$ cat config.mk
export PLATFORM = sky130hd
export DESIGN_NAME = signal_conflict_monitor
export DESIGN_NICKNAME = d
export VERILOG_FILES = /design/src/rtl/tl_pkg.sv /design/src/rtl/approach_checker.sv /design/src/rtl/signal_conflict_monitor.sv
export SDC_FILE = /design/constraint.sdc
export NUM_CORES = 1
export LEC_CHECK = 0
export CORE_UTILIZATION = 55
export CTS_CLUSTER_SIZE = 25
export DETAILED_ROUTE_END_ITERATION = 7
export GPL_ROUTABILITY_DRIVEN = 1
export PLACE_DENSITY = 0.77
export SYNTH_ARGS = -nofsm -noshare
export SYNTH_HDL_FRONTEND = slang
export SYNTH_SLANG_ARGS = --single-unit
$ cat constraint.sdc
create_clock -name clk -period 3.1 [get_ports clk]
set_clock_uncertainty 0.15 [all_clocks]
set_input_delay 0.465 -clock clk [delete_from_list [all_inputs] [get_ports clk]]
set_output_delay 0.465 -clock clk [all_outputs]
set_load 0.05 [all_outputs]
$ cat src/rtl/tl_pkg.sv
// Shared traffic-light encodings: lamp codes, fault causes and monitor states.
package tl_pkg;

  localparam int unsigned LAMP_W  = 2;
  localparam int unsigned FCODE_W = 3;

  localparam logic [LAMP_W-1:0] LAMP_RED     = 2'b00;
  localparam logic [LAMP_W-1:0] LAMP_YELLOW  = 2'b01;
  localparam logic [LAMP_W-1:0] LAMP_GREEN   = 2'b10;
  localparam logic [LAMP_W-1:0] LAMP_INVALID = 2'b11;

  localparam logic [FCODE_W-1:0] FC_NONE      = 3'd0;
  localparam logic [FCODE_W-1:0] FC_INVALID   = 3'd1;
  localparam logic [FCODE_W-1:0] FC_CONFLICT  = 3'd2;
  localparam logic [FCODE_W-1:0] FC_BAD_SEQ   = 3'd3;
  localparam logic [FCODE_W-1:0] FC_SHORT_YEL = 3'd4;
  localparam logic [FCODE_W-1:0] FC_WATCHDOG  = 3'd5;

  typedef enum logic {
    ST_MONITOR = 1'b0,
    ST_FAULT   = 1'b1
  } mon_state_e;

  // Legal lamp steps: hold, RED->GREEN, GREEN->YELLOW, YELLOW->RED.
  function automatic logic lamp_step_ok(input logic [LAMP_W-1:0] prev,
                                        input logic [LAMP_W-1:0] cur);
    logic ok;
    ok = (prev == cur) ||
         (prev == LAMP_RED    && cur == LAMP_GREEN)  ||
         (prev == LAMP_GREEN  && cur == LAMP_YELLOW) ||
         (prev == LAMP_YELLOW && cur == LAMP_RED);
    return ok;
  endfunction

endpackage

$ cat src/rtl/approach_checker.sv
// Per-approach sequence checker: tracks the previous lamp code and yellow
// duration, flags illegal transitions and yellows that end too early.
module approach_checker
  import tl_pkg::*;
#(
  parameter int unsigned MIN_YELLOW = 3
) (
  input  logic              clk,
  input  logic              rst_n,
  input  logic              en,
  input  logic              clr,
  input  logic [LAMP_W-1:0] code,
  output logic [LAMP_W-1:0] prev,
  output logic              bad_seq_c,
  output logic              short_yel_c
);

  localparam int unsigned YEL_W = (MIN_YELLOW > 0) ? $clog2(MIN_YELLOW + 1) : 1;

  logic [YEL_W-1:0] yel_cnt;

  // Invalid codes are reported elsewhere, so they never count as a sequence break.
  always_comb begin
    bad_seq_c   = 1'b0;
    short_yel_c = 1'b0;
    if (code != LAMP_INVALID && prev != LAMP_INVALID)
      bad_seq_c = !lamp_step_ok(prev, code);
    if (prev == LAMP_YELLOW && code == LAMP_RED)
      short_yel_c = (yel_cnt < YEL_W'(MIN_YELLOW));
  end

  always_ff @(posedge clk or negedge rst_n) begin
    if (!rst_n) begin
      prev    <= LAMP_RED;
      yel_cnt <= '0;
    end else if (clr) begin
      prev    <= LAMP_RED;
      yel_cnt <= '0;
    end else if (en) begin
      prev <= code;
      if (code != LAMP_YELLOW)
        yel_cnt <= '0;
      else if (yel_cnt < YEL_W'(MIN_YELLOW))
        yel_cnt <= yel_cnt + YEL_W'(1);
    end
  end

endmodule

$ cat src/rtl/signal_conflict_monitor.sv
// Safety monitor on the controller lamp outputs: latches the first violation
// and requests flash mode until acknowledged with both approaches red.
module signal_conflict_monitor
  import tl_pkg::*;
#(
  parameter int unsigned MIN_YELLOW = 3,
  parameter int unsigned WDT_CYCLES = 64,
  parameter int unsigned FLASH_HALF = 4
) (
  input  logic       clk,
  input  logic       reset,
  input  logic [1:0] hwy,
  input  logic [1:0] cny,
  input  logic       ack,
  output logic       fault,
  output logic [2:0] fault_code,
  output logic       flash
);

  localparam int unsigned WDT_W   = (WDT_CYCLES > 2) ? $clog2(WDT_CYCLES) : 1;
  localparam int unsigned FLASH_W = (FLASH_HALF > 2) ? $clog2(FLASH_HALF) : 1;

  mon_state_e         state_q, state_d;
  logic [FCODE_W-1:0] code_q, code_d;
  logic               flash_q, flash_d;
  logic [FLASH_W-1:0] fcnt_q, fcnt_d;
  logic [WDT_W-1:0]   wdt_q, wdt_d;

  logic [LAMP_W-1:0]  hwy_prev, cny_prev;
  logic               hwy_bad_c, cny_bad_c, hwy_short_c, cny_short_c;
  logic               mon_en_c, clr_c;
  logic               invalid_c, conflict_c, changed_c, wdt_hit_c;
  logic               viol_c;
  logic [FCODE_W-1:0] viol_code_c;

  approach_checker #(.MIN_YELLOW(MIN_YELLOW)) u_hwy (
    .clk        (clk),
    .rst_n      (reset),
    .en         (mon_en_c),
    .clr        (clr_c),
    .code       (hwy),
    .prev       (hwy_prev),
    .bad_seq_c  (hwy_bad_c),
    .short_yel_c(hwy_short_c)
  );

  approach_checker #(.MIN_YELLOW(MIN_YELLOW)) u_cny (
    .clk        (clk),
    .rst_n      (reset),
    .en         (mon_en_c),
    .clr        (clr_c),
    .code       (cny),
    .prev       (cny_prev),
    .bad_seq_c  (cny_bad_c),
    .short_yel_c(cny_short_c)
  );

  // Violation detection with fixed priority; lowest fault code wins.
  always_comb begin
    invalid_c  = (hwy == LAMP_INVALID) || (cny == LAMP_INVALID);
    conflict_c = (hwy != LAMP_RED) && (cny != LAMP_RED);
    changed_c  = ({hwy, cny} != {hwy_prev, cny_prev});
    wdt_hit_c  = (WDT_CYCLES != 0) && !changed_c &&
                 (wdt_q == WDT_W'(WDT_CYCLES - 1));
    viol_c      = 1'b1;
    viol_code_c = FC_NONE;
    if (invalid_c)                     viol_code_c = FC_INVALID;
    else if (conflict_c)               viol_code_c = FC_CONFLICT;
    else if (hwy_bad_c || cny_bad_c)   viol_code_c = FC_BAD_SEQ;
    else if (hwy_short_c || cny_short_c) viol_code_c = FC_SHORT_YEL;
    else if (wdt_hit_c)                viol_code_c = FC_WATCHDOG;
    else                               viol_c = 1'b0;
  end

  // Next-state and registered-output logic.
  always_comb begin
    state_d  = state_q;
    code_d   = code_q;
    flash_d  = flash_q;
    fcnt_d   = fcnt_q;
    wdt_d    = wdt_q;
    mon_en_c = 1'b0;
    clr_c    = 1'b0;
    case (state_q)
      ST_MONITOR: begin
        mon_en_c = 1'b1;
        wdt_d    = changed_c ? '0 : wdt_q + WDT_W'(1);
        if (viol_c) begin
          state_d = ST_FAULT;
          code_d  = viol_code_c;
          flash_d = 1'b0;
          // Preloaded so the first cycle in fault turns the flash on.
          fcnt_d  = FLASH_W'(FLASH_HALF - 1);
        end
      end
      ST_FAULT: begin
        if (ack && hwy == LAMP_RED && cny == LAMP_RED) begin
          state_d = ST_MONITOR;
          code_d  = FC_NONE;
          flash_d = 1'b0;
          fcnt_d  = '0;
          wdt_d   = '0;
          clr_c   = 1'b1;
        end else if (fcnt_q == FLASH_W'(FLASH_HALF - 1)) begin
          flash_d = !flash_q;
          fcnt_d  = '0;
        end else begin
          fcnt_d = fcnt_q + FLASH_W'(1);
        end
      end
      default: state_d = ST_MONITOR;
    endcase
  end

  always_ff @(posedge clk or negedge reset) begin
    if (!reset) begin
      state_q <= ST_MONITOR;
      code_q  <= FC_NONE;
      flash_q <= 1'b0;
      fcnt_q  <= '0;
      wdt_q   <= '0;
    end else begin
      state_q <= state_d;
      code_q  <= code_d;
      flash_q <= flash_d;
      fcnt_q  <= fcnt_d;
      wdt_q   <= wdt_d;
    end
  end

  assign fault      = (state_q == ST_FAULT);
  assign fault_code = code_q;
  assign flash      = flash_q;

endmodule

# Word level (Yosys, flattened, before mapping)
# Cells that the tools add are included.
dict set report totals {
  inputBits 7
  register_bits 21
  output_inout_bits 5
  word_cells 123
}
dict set report classes {
  order_cmp 2
  add_sub_neg 4
  reduce_logical 37
  n_bitwise 1
  n_eq_ne 25
  mux 45
}
# op n
set op_table {}
lappend op_table {{two-way mux 2 bit} 15}
lappend op_table {{two-way mux 3 bit} 7}
lappend op_table {{two-way mux 1 bit} 16}
lappend op_table {{== test 2 bit, second input constant} 7}
lappend op_table {{logical AND 1 bit} 12}
lappend op_table {{two-way mux 6 bit} 2}
lappend op_table {{one-hot mux 6 bit (2 select lines)} 1}
lappend op_table {{inequality test 2 bit, second input constant} 5}
lappend op_table {{logical OR 1 bit} 9}
lappend op_table {{== test 2 x 1 -> 1 bit, second input constant} 4}
lappend op_table {{zero test 2 bit} 4}
lappend op_table {{inequality test 2 x 1 -> 1 bit, second input constant} 4}
lappend op_table {{AND reduction 2 bit} 4}
lappend op_table {{adder 2 x 1 -> 2 bit, second input constant} 3}
lappend op_table {{adder 6 x 1 -> 6 bit, second input constant} 1}
lappend op_table {{== test 6 bit, second input constant} 1}
lappend op_table {{one-hot mux 3 bit (2 select lines)} 1}
lappend op_table {{nonzero test 3 bit} 2}
lappend op_table {{== test 2 bit} 2}
lappend op_table {{zero test 1 bit} 4}
lappend op_table {{less-than comparator 2 bit, second input constant} 2}
lappend op_table {{inequality test 4 bit} 1}
lappend op_table {{one-hot mux 1 bit (2 select lines)} 2}
lappend op_table {{one-hot mux 2 bit (2 select lines)} 1}
lappend op_table {{other kinds (3)} 4}

# Logic depth before layout (Yosys ltp)
dict set report depth {
  word_depth 13
  ltp_mapped 6
  mapped_depth_nobuf 6
}

# Modules after synthesis
# From an unflattened synthesis, not the netlist that was laid out.
dict set report unflattened {
  cells_unflattened 128
  hier_area_um2 1277.5
}
# mod instances cells_per_inst seq_area_each_um2 area_each_um2
set by_module_without_submodules {}
lappend by_module_without_submodules {signal_conflict_monitor 1 80 325.3 774.5}
lappend by_module_without_submodules {approach_checker 2 24 100.1 251.5}

# Worst setup path before layout
# OpenSTA, ideal clock, no wires.
dict set report synth_path {
  path_kind {register -> register}
  startpoint {reg state_q, in the netlist fault}
  endpoint {reg u_cny.prev[1]}
  arrival_ps 1786
  setup_slack_ps 1039
  stages_incl_launch_ff 4
  setup_ps 125
  n_path_buf 0
  required_ps 2825
  period_less_slack_ps 2061
  cell_sequence {dfrtp_1 -> clkinv_1 -> a21oi_2 -> mux2_2}
}
dict set report synth_between {
  elab_chain_len 2
  elab_cells_between_ends 3
  cone_classes {eq/ne: 1; mux: 2}
}
# item line_no
set synth_rtl {}
lappend synth_rtl {{from (decl)} signal_conflict_monitor.sv:23} ;# mon_state_e state_q, state_d;
lappend synth_rtl {{from (signal assigned)} signal_conflict_monitor.sv:123} ;# state_q <= state_d;
lappend synth_rtl {{two-way mux 1 bit} signal_conflict_monitor.sv:84} ;# case (state_q)
lappend synth_rtl {{inequality test 2 x 1 -> 1 bit (no line) or two-way mux 2 bit (tied branches)} -}
lappend synth_rtl {{to (signal assigned)} approach_checker.sv:40} ;# prev <= code;
lappend synth_rtl {{to (decl)} approach_checker.sv:13} ;# output logic [LAMP_W-1:0] prev,
# Several ways; a longest one is shown, not always the timed one.
# A chain may end at the register's enable or synchronous reset.

# Final worst setup path
dict set report layout_path {
  startpoint {in hwy[0]}
  endpoint {reg fcnt_q[0]}
}
dict set report layout_between {
  elab_chain_len 12
  elab_cells_between_ends 34
  cone_classes {eq/ne: 7; mux: 9; reduce/logical: 18}
}
# item line_no
set layout_rtl {}
lappend layout_rtl {{from (decl)} signal_conflict_monitor.sv:12} ;# input logic [1:0] hwy,
lappend layout_rtl {{== test 2 bit} tl_pkg.sv:29} ;# (prev == LAMP_RED && cur == LAMP_GREEN) ||
lappend layout_rtl {{logical AND 1 bit} tl_pkg.sv:29}
lappend layout_rtl {{logical OR 1 bit} tl_pkg.sv:28} ;# ok = (prev == cur) ||
lappend layout_rtl {{logical OR 1 bit} tl_pkg.sv:29}
lappend layout_rtl {{logical OR 1 bit} tl_pkg.sv:30} ;# (prev == LAMP_GREEN && cur == LAMP_YELLOW) ||
lappend layout_rtl {{zero test 1 bit} approach_checker.sv:27} ;# bad_seq_c = !lamp_step_ok(prev, code);
lappend layout_rtl {{two-way mux 1 bit} approach_checker.sv:26} ;# if (code != LAMP_INVALID && prev != LAMP_INVALID)
lappend layout_rtl {{logical OR 1 bit} signal_conflict_monitor.sv:69} ;# else if (hwy_bad_c || cny_bad_c) viol_code_c = FC_BAD_SEQ;
lappend layout_rtl {{two-way mux 1 bit} signal_conflict_monitor.sv:69}
lappend layout_rtl {{two-way mux 1 bit} signal_conflict_monitor.sv:68} ;# else if (conflict_c) viol_code_c = FC_CONFLICT;
lappend layout_rtl {{two-way mux 1 bit} signal_conflict_monitor.sv:67} ;# if (invalid_c) viol_code_c = FC_INVALID;
lappend layout_rtl {{inequality test 2 bit (no line)} -}
lappend layout_rtl {{to (signal assigned)} signal_conflict_monitor.sv:126} ;# fcnt_q <= fcnt_d;
lappend layout_rtl {{to (decl)} signal_conflict_monitor.sv:26} ;# logic [FLASH_W-1:0] fcnt_q, fcnt_d;
# Several ways; a longest one is shown, not always the timed one.

==> impl_metrics.csv <==
group,metric,value,unit
status,status,"finished, final reports clean",
route,drt_wl_total,2326,um
logic_synthesis,yosys_warnings,0,
logic_synthesis,ys_seq_area_share,42.34,%
critical_path,reg2reg_from,"wdt_q[0]",
critical_path,rrSetupSlack,1.13,ns
final_layout,multi_input_area,678.2,um2
clocking,cts_buffers,3,
power,p_sw_share,35.36,%
power,p_int,480.3,uW
final_layout,layout_commonest_cell,"dfrtp_1",
power,finalPower,743.0,uW
logic_synthesis,syn_nets,131,
power,p_sw,262.8,uW
global_route,grt_overflow,0,
power,leakagePower,0.5738,nW
route,vias,972,
critical_path,reg2regPathDepth,6,
logic_synthesis,synth-xor-area-share,4.839,%
clocking,clock-sinks,21,
route,first_pass_iters,4,
power,ir_drop,0.5885,mV
logic_synthesis,synth.area.mux_share,1.815,%
critical_path,cp_data_arrival_time,2.32,ns
hold_path,min_to,"fault_code[1]",
clocking,clock_latency,0.30,ns
hold_path,hp-class,"register to register",
final_layout,layout.nets,143,
logic_synthesis,avgSynthCellArea,10.34,um2
logic_synthesis,synth-edff-count,0,
final_layout,syn_to_final_growth,11.69,%
logic_synthesis,synth_compound_area_share,23.08,%
sta,finalCritPeriodShare,74.30,%
power,p_comb_share,33.7,%
route,drc,0,
sta,fin_tns_setup,0,ns
clocking,clock_tree.buffer_depth,2,
global_route,grt_pass1_vias,926,
critical_path,critPathBufInv,1,
clocking,postCtsHoldBufs,0,
hold_path,worstHoldStart,"fault_code[1]",
floorplanning,die_x,49.51,um
sta,slew_viol_final,0,
critical_path,crit_required,3.12,ns
critical_path,path_cells,"clkdlybuf4s50_1 > xor2_2 > a211oi_4 > nand3_1 > o41ai_2 > o311ai_1",
critical_path,slowest_delay,0.58,ns
route,via_per_inst,6.152,
hold_path,hold_depth,1,
critical_path,criticalPathCategory,"input port to register",
route,routedWlPerCell,14.72,um
logic_synthesis,yosys.area_share.simple,20.87,%
clocking,path_clk_slew,0.12,ns
power,seqPwrFrac,49.0,%
sta,setup_violations,0,
sta,tightest_slew,0.9261,ns
logic_synthesis,synth_flop_cell,"dfrtp_1",
final_layout,seqCellArea,525.5,um2
clocking,cts-resized-gates,0,
critical_path,r2r-end,"flash",
route,drtAntennaViolNets,0,
logic_synthesis,synth_top_family_by_area,"compound AO/OA/AOI/OAI gates",
sta,period_minus_slack,2.303,ns
floorplanning,dieArea,2451,um2
sta,max_clock_freq,0.4342,GHz
job,drv_cap,0,
placement,place_area,1359,um2
critical_path,crit_path_start_kind,"input port",
power,clkPwrFrac,17.4,%
logic_synthesis,synth_cells,120,
floorplanning,coreArea,2042,um2
clocking,cts_setup_buffers,0,
logic_synthesis,ys_async_sr_fraction,100.0,%
sta,hold_viol,0,
clocking,cts.htree.levels,1,
global_route,grt_max_degree,22,
sta,slew-limit-headroom,38.07,%
final_layout,diodes,0,
final_layout,drive_above_1_share,13.74,%
final_layout,final_cell_mix,"21 x dfrtp_1, 13 x nand2_1, 11 x clkdlybuf4s50_1",
final_layout,fill_cells,176,
clocking,root_buffer,"clkbuf_4",
placement,place_congestion,0.7514,
route,drt_iter0_markers,9,
global_route,antenna_found_initial,0,
global_route,grt_usage,22.25,%
critical_path,crit_path_top_delay_cell,"clkdlybuf4s50_1",
global_route,grt_pass1_wl,4112,um
logic_synthesis,netlist_area,1241,um2
floorplanning,initial_core_util,60.78,%
placement,numPortBuffers,11,
logic_synthesis,ys_seq_elements,21,
critical_path,crit_family,"compound AO/OA/AOI/OAI gates",
critical_path,crit_path_end_kind,"register",
sta,rsz0062_at_grt,"no",
floorplanning,die_h,49.51,um
logic_synthesis,synthAdderAreaFrac,4.032,%
power,powerDensity,536.0,nW/um2
placement,dp_hpwl,1725,um
final_layout,fin_area,1386,um2
clocking,cts_tree,"built",
floorplanning,ios,12,
floorplanning,rows,16,
critical_path,critPathMaxFanout,9,
logic_synthesis,synth_cell_type_count,45,
## state kept, by name (all words and copies together) (netlist names)
name and cells:
fault 1, u_hwy.yel_cnt 2, fcnt_q 2, u_cny.prev 2, u_hwy.prev 2, fault_code 3
u_cny.yel_cnt 2, flash 1, wdt_q 6
## worst max path at each step
stage	startpoint	endpoint	slack, ns	cells after the start
finish	hwy[0]	fcnt_q[0]	0.80	6
global route	hwy[0]	fcnt_q[0]	0.69	6
CTS	hwy[0]	fcnt_q[0]	0.81	6
detailed placement	hwy[0]	fcnt_q[0]	0.48	6
global placement	hwy[0]	fcnt_q[0]	0.46	6
floorplan	fault	u_cny.prev[1]	1.04	3
## layout make-up
class | instances | area share (%)
clock buffer | 3 | 1.625
clock inverter | 1 | 0.3610
inverter | 3 | 0.8123
multi-input combinational | 92 | 48.92
sequential | 21 | 37.91
tap | 27 | 2.437
timing repair buffer | 11 | 7.942
## routing by layer
layer	GRT usage, %	up-vias	wire length [um]
li1	-	474	-
met1	29.03	483	1120
met2	37.21	11	1112
met3	4.321	4	66
met4	7.143	0	27
met5	0	-	0
## worst register-to-register path: stages (launching register included)
cell and delay [ns]:
dfrtp_1 0.42, ha_1 0.23, nand3_1 0.09, or2_2 0.30, nor2_1 0.33, o32ai_1 0.17, a21o_1 0.19
## through the flow
stage / hold WS [ns] / cells / setup WS, ns / utilization, %
floorplan: 0.01941 / 120 / 1.039 / -
global placement: 0.3324 / 154 / 0.4575 / 66.54
detailed placement: 0.3326 / 154 / 0.4835 / 66.54
CTS: 0.3708 / 158 / 0.8112 / 67.89
global route: 0.3913 / 158 / 0.6857 / 67.89
finish: 0.3669 / 158 / 0.7967 / 67.89
## power groups by stage
stage	combinational [mW]	clock, mW	sequential [mW]
after floorplan	0.148	0	0.406
after global placement	0.249	0	0.367
after detailed placement	0.253	0	0.369
after CTS	0.254	0.137	0.364
after global routing	0.277	0.148	0.371
final	0.250	0.129	0.364
## synth_stat cells, types with 2 or more instances
cell type | instances | share of area (%)
xnor2_1 | 4 | 2.8
nand4_2 | 2 | 2.0
ha_1 | 4 | 4.0
a21oi_1 | 2 | 0.81
o21ai_0 | 4 | 1.6
inv_1 | 2 | 0.61
o2bb2ai_1 | 2 | 1.4
a21oi_2 | 2 | 1.4
nor3_1 | 2 | 0.81
a22o_1 | 9 | 6.4
buf_2 | 3 | 1.2
nor2_1 | 9 | 2.7
nand2_1 | 13 | 3.9
nor4bb_1 | 2 | 1.6
a21o_1 | 2 | 1.2
dfrtp_1 | 21 | 42
nand2b_1 | 2 | 1.0
mux2_2 | 2 | 1.8
nor4_1 | 2 | 1.0
nor2b_1 | 2 | 1.0
nand3_1 | 4 | 1.6
nor3b_1 | 2 | 1.2
## logic make-up after synthesis
logic type,after synthesis
simple gates,46
compound gates,34
flops,21
buf+inv,7
xor+xnor,6
fa+ha+maj,4
mux,2
(Power assumes the default switching activity.)
